==> config.mk <==
export PLATFORM = sky130hd
export DESIGN_NAME = leaves_mem_loader
export DESIGN_NICKNAME = d
export VERILOG_FILES = /design/src/rtl/leaves_pkg.sv /design/src/rtl/leaves_mem_loader.sv
export SDC_FILE = /design/constraint.sdc
export NUM_CORES = 1
export LEC_CHECK = 0
export ABC_AREA = 0
export CAP_MARGIN = 20
export CORE_AREA = 2 2 199 201
export CTS_CLUSTER_SIZE = 14
export DETAILED_ROUTE_END_ITERATION = 7
export DIE_AREA = 0 0 201 203
export GPL_TIMING_DRIVEN = 0
export MAX_ROUTING_LAYER = met4
export PLACE_DENSITY_LB_ADDON = 0.12
export SYNTH_ARGS = -nofsm -noshare
export SYNTH_HDL_FRONTEND = slang
export SYNTH_SLANG_ARGS = --single-unit
==> constraint.sdc <==
create_clock -name clk -period 4 [get_ports clk]
set_input_delay 0.8 -clock clk [delete_from_list [all_inputs] [get_ports clk]]
set_output_delay 0.8 -clock clk [all_outputs]
set_load 0.01 [all_outputs]
==> src/rtl/leaves_pkg.sv <==
// leaves_pkg: shared types, state encoding and default sizes for the leaf loader
package leaves_pkg;

    localparam int DEF_DATA_WIDTH = 11;
    localparam int DEF_LEAF_SIZE  = 8;
    localparam int DEF_PATCH_SIZE = 5;
    localparam int DEF_NUM_LEAVES = 64;

    typedef logic [DEF_PATCH_SIZE-1:0][DEF_DATA_WIDTH-1:0] patch_t;

    typedef enum logic [1:0] {IDLE, FILL, WRITE, DONE} loader_state_t;

endpackage

==> src/rtl/leaves_mem_loader.sv <==
// leaves_mem_loader: packs LEAF_SIZE streamed patches into one leaf and writes it at an auto-incrementing address
module leaves_mem_loader
    import leaves_pkg::*;
#(
    parameter int DATA_WIDTH = DEF_DATA_WIDTH,
    parameter int LEAF_SIZE  = DEF_LEAF_SIZE,
    parameter int PATCH_SIZE = DEF_PATCH_SIZE,
    parameter int NUM_LEAVES = DEF_NUM_LEAVES,
    parameter int ADDR_WIDTH = $clog2(NUM_LEAVES),
    parameter int SLOT_WIDTH = $clog2(LEAF_SIZE)
) (
    input  logic                                                 clk,
    input  logic                                                 rst_n,
    input  logic                                                 start,
    input  logic                                                 in_valid,
    output logic                                                 in_ready,
    input  logic [PATCH_SIZE-1:0][DATA_WIDTH-1:0]                in_patch,
    output logic                                                 mem_wen,
    output logic [ADDR_WIDTH-1:0]                                mem_wadr,
    output logic [LEAF_SIZE-1:0][PATCH_SIZE-1:0][DATA_WIDTH-1:0] mem_wdata,
    output logic                                                 busy,
    output logic                                                 done
);

    loader_state_t         state, state_d;
    logic [SLOT_WIDTH-1:0] slot;
    logic [ADDR_WIDTH-1:0] leaf_idx;
    logic                  accept, last_slot, last_leaf;

    assign accept    = in_valid && in_ready;
    assign last_slot = slot == SLOT_WIDTH'(LEAF_SIZE - 1);
    assign last_leaf = leaf_idx == ADDR_WIDTH'(NUM_LEAVES - 1);
    assign mem_wadr  = leaf_idx;

    // state register
    always_ff @(posedge clk) begin
        if (!rst_n) state <= IDLE;
        else        state <= state_d;
    end

    // next state: WRITE and DONE each last exactly one cycle
    always_comb begin
        state_d = state;
        case (state)
            IDLE:    if (start) state_d = FILL;
            FILL:    if (accept && last_slot) state_d = WRITE;
            WRITE:   state_d = last_leaf ? DONE : FILL;
            default: state_d = IDLE;
        endcase
    end

    // outputs decoded from registered state only, so in_ready never depends on in_valid
    always_comb begin
        in_ready = state == FILL;
        mem_wen  = state == WRITE;
        busy     = state != IDLE;
        done     = state == DONE;
    end

    // slot and leaf counters; leaf_idx holds at the last leaf instead of wrapping
    always_ff @(posedge clk) begin
        if (!rst_n || (state == IDLE && start)) begin
            slot     <= '0;
            leaf_idx <= '0;
        end else begin
            if (accept)               slot     <= last_slot ? '0 : slot + 1'b1;
            if (mem_wen && !last_leaf) leaf_idx <= leaf_idx + 1'b1;
        end
    end

    for (genvar i = 0; i < LEAF_SIZE; i++) begin : g_slot
        logic [PATCH_SIZE-1:0][DATA_WIDTH-1:0] entry;
        // each slot captures only the patch accepted while it is the current slot
        always_ff @(posedge clk) begin
            if (!rst_n)                                    entry <= '0;
            else if (accept && slot == SLOT_WIDTH'(i)) entry <= in_patch;
        end
        assign mem_wdata[i] = entry;
    end

endmodule

==> results.cfg <==
[outcome]
outcome = complete, no violations

[setup_path]
slowest_stage = clkdlybuf4s50_1
crit_fanout = 10
crit_type = register to primary output
cp-end-kind = primary output
cp_cell_sequence = buf_2, or2_2, clkdlybuf4s50_1
cp-start-kind = register
cp.required_ns = 3.20
arrival_ns = 2.00
cpPeakStageDelay_ns = 0.56
r2r_cells = 7

[clock_network]
clkSlewWorstSetupHoldPaths_ns = 0.06
clock-root-buffer = clkbuf_16
postCtsSetupBuffers = 0
clk_path_buf_depth = 3
htree_levels = 2
cts_buffers = 48
cts_tree = built
ctsResizeCount = 0
clock-sinks = 451
insertion_delay_ns = 0.55
hold_buffers = 0

[synthesis]
synth_edf_count = 0
synth-seq-area-share_pct = 52.3
yosys.cell_count.top_type = nand2_1
muxShareOfSynthArea_pct = 0.0580
synthSimpleGateAreaFrac_pct = 20.9
synth_fa_ha_area_share_pct = 0.508
synth_compound_area_share_pct = 19.7
ys_top_cells_by_area = dfxtp_1 52%, nand2_1 19%, a21boi_1 16%, a21boi_0 3.6%, buf_2 2.4%
synth_top_area_share_pct = 52.3
avgSynthCellArea_sq_um = 8.45
yosysUniqueCellTypes = 32
synth_common_cells = 883 x nand2_1, 451 x dfxtp_1, 359 x a21boi_1, 83 x buf_2, 82 x a21boi_0
ys_ff_latch = 451
synth_top_family_by_area = simple AND/OR/NAND/NOR gates
synthCells = 2042
syn-num-nets = 2108
synth_ff_type = dfxtp_1
ys.warnings.count = 0
synth.cell_area_sq_um = 17300
async_flop_share_pct = 0
synth_top_cell_by_area = dfxtp_1
synthXorXnorAreaFrac_pct = 0.102

[floorplanning]
die_w_um = 201
core-area_sq_um = 38500
die_h_um = 203
ios = 509
dieArea_sq_um = 40800
start_util_pct = 44.8
row_count = 72

[timing]
fmax_mhz = 357
finalSetupViolations = 0
finalCriticalPeriod_ns = 2.80
fin_ws_ns = 1.20
relSlewSlack_pct = 26.7
fin_worst_skew_ns = 0.00862
tightest_slew_ns = 1.10
drv_slew = 0
post-route-period-util_pct = 70.0
final-hold-violation-count = 0
tns_ns = 0
rsz0062_at_grt = false

[layout]
fin_nets = 2610
fin_cells = 3096
final_layout_size_suffix_gt1_share_pct = 8.11
areaGrowthSynthToFinish_pct = 39.5

[detailed_routing]
drtIter0Drc = 813
drc = 0
ant_nets = 0
via_per_inst = 5.12
drt-wirelength-per-cell_um = 20.4
routed_wl_um = 63100
drt_first_pass_iters = 7
vias = 15900

[job]
cap_violations = 0

[worst_hold_path]
hold_path_depth = 2
hp-class = register to register

[grt]
grt_antenna_before_repair = 1
grt_first_pass_wirelength_um = 93600
grt_max_degree = 14
grt_pass1_vias = 15200
track_usage_pct = 31.0
grt-ovfl-total = 0

[power_and_ir_drop]
power_density_nw_per_um2 = 400
p_leak_nw = 8.25
ir_drop_uv = 356

[placement]
pre_cts_ws_ns = 0.847
io_buffers = 452
place_inst = 3012
dp_hpwl_um = 45800
gp_congestion = 0.867
path summary, 6_finish.rpt:
check,startpoint,slack [ns],endpoint
setup / recovery,state[1],1.20,busy
hold reg to reg,mem_wdata[93],0.45,mem_wdata[93]
setup reg to reg,slot[2],1.68,mem_wdata[188]
hold / removal,mem_wdata[93],0.45,mem_wdata[93]
power by group:
group / internal (mW) / switching [mW] / total, mW
clock network: 2.84 / 1.77 / 4.62
logic: 0.190 / 0.286 / 0.477
registers: 4.52 / 0.0191 / 4.54
total: 7.56 / 2.08 / 9.63
cells by family after synthesis:
logic type / after synthesis
DFF: 451
AOI/OAI and AO/OA: 454
muxes: 1
and+or+nand+nor: 925
buffers and inverters: 202
adders and majority gates: 7
xor gates and xnor gates: 2
per-layer routing:
metal / share of wire, % / up-vias / global-route usage [%]
li1: - / 7506 / -
met1: 40 / 7579 / 36.3
met2: 47 / 623 / 50.4
met3: 8.1 / 151 / 7.64
met4: 4.8 / 0 / 14.1
met5: 0 / - / -
state kept, by name, summed over array words and instances (netlist names):
name and flops:
mem_wadr 6, mem_wdata 440, state 2, slot 3
cell usage in the layout, fill, tap and decap left out, drive strengths merged:
| cell type | n |
|---|---|
| nand2 | 883 |
| clkdlybuf4s50 | 452 |
| dfxtp | 451 |
| a21boi | 441 |
| clkbuf | 140 |
| buf | 128 |
| nor2 | 16 |
| ha | 7 |
| inv | 6 |
| bufinv | 6 |
| nand2b | 5 |
| a21oi | 5 |
| nand3 | 5 |
| clkinv | 4 |
| a211oi | 3 |
| nor2b | 3 |
| and2 | 3 |
| nor3 | 3 |
| or3 | 3 |
| and4 | 2 |
| xnor2 | 2 |
| diode | 1 |
| a31o | 1 |
| or2 | 1 |
| and3b | 1 |
| o21ai | 1 |
| a31oi | 1 |
| o21a | 1 |
| a311oi | 1 |
| mux2i | 1 |
| clkinvlp | 1 |
worst max-delay path: cells and delay by family (launching register included):
kind	cells	cell delay [ns]
and+or+nand+nor	1	0.20
DFF	1	0.40
buffers and inverters	2	0.86
cell type report:
type                            instances  area [sq um]
Sequential cell                       451          9030
Fill cell                            3397         14400
Inverter                                6          22.5
Antenna cell                            1          2.50
Tap cell                              518           648
Clock inverter                         11           208
Multi-Input combinational cell       1389          7120
Buffer                                196          1080
Timing Repair Buffer                  452          4520
Clock buffer                           72          1430
stage by stage:
step	utilization (%)	instance area (sq um)	power, mW	hold WS (ns)
5_1_grt	62.6	24100	9.92	0.468
6_report	62.6	24100	9.63	0.451
4_1_cts	62.6	24100	9.70	0.452
2_1_floorplan	-	17300	4.91	0.479
3_3_place_gp	58.3	22400	5.11	0.440
3_5_place_dp	58.3	22400	5.12	0.444
Note: power is estimated with default switching activity, not from simulation.
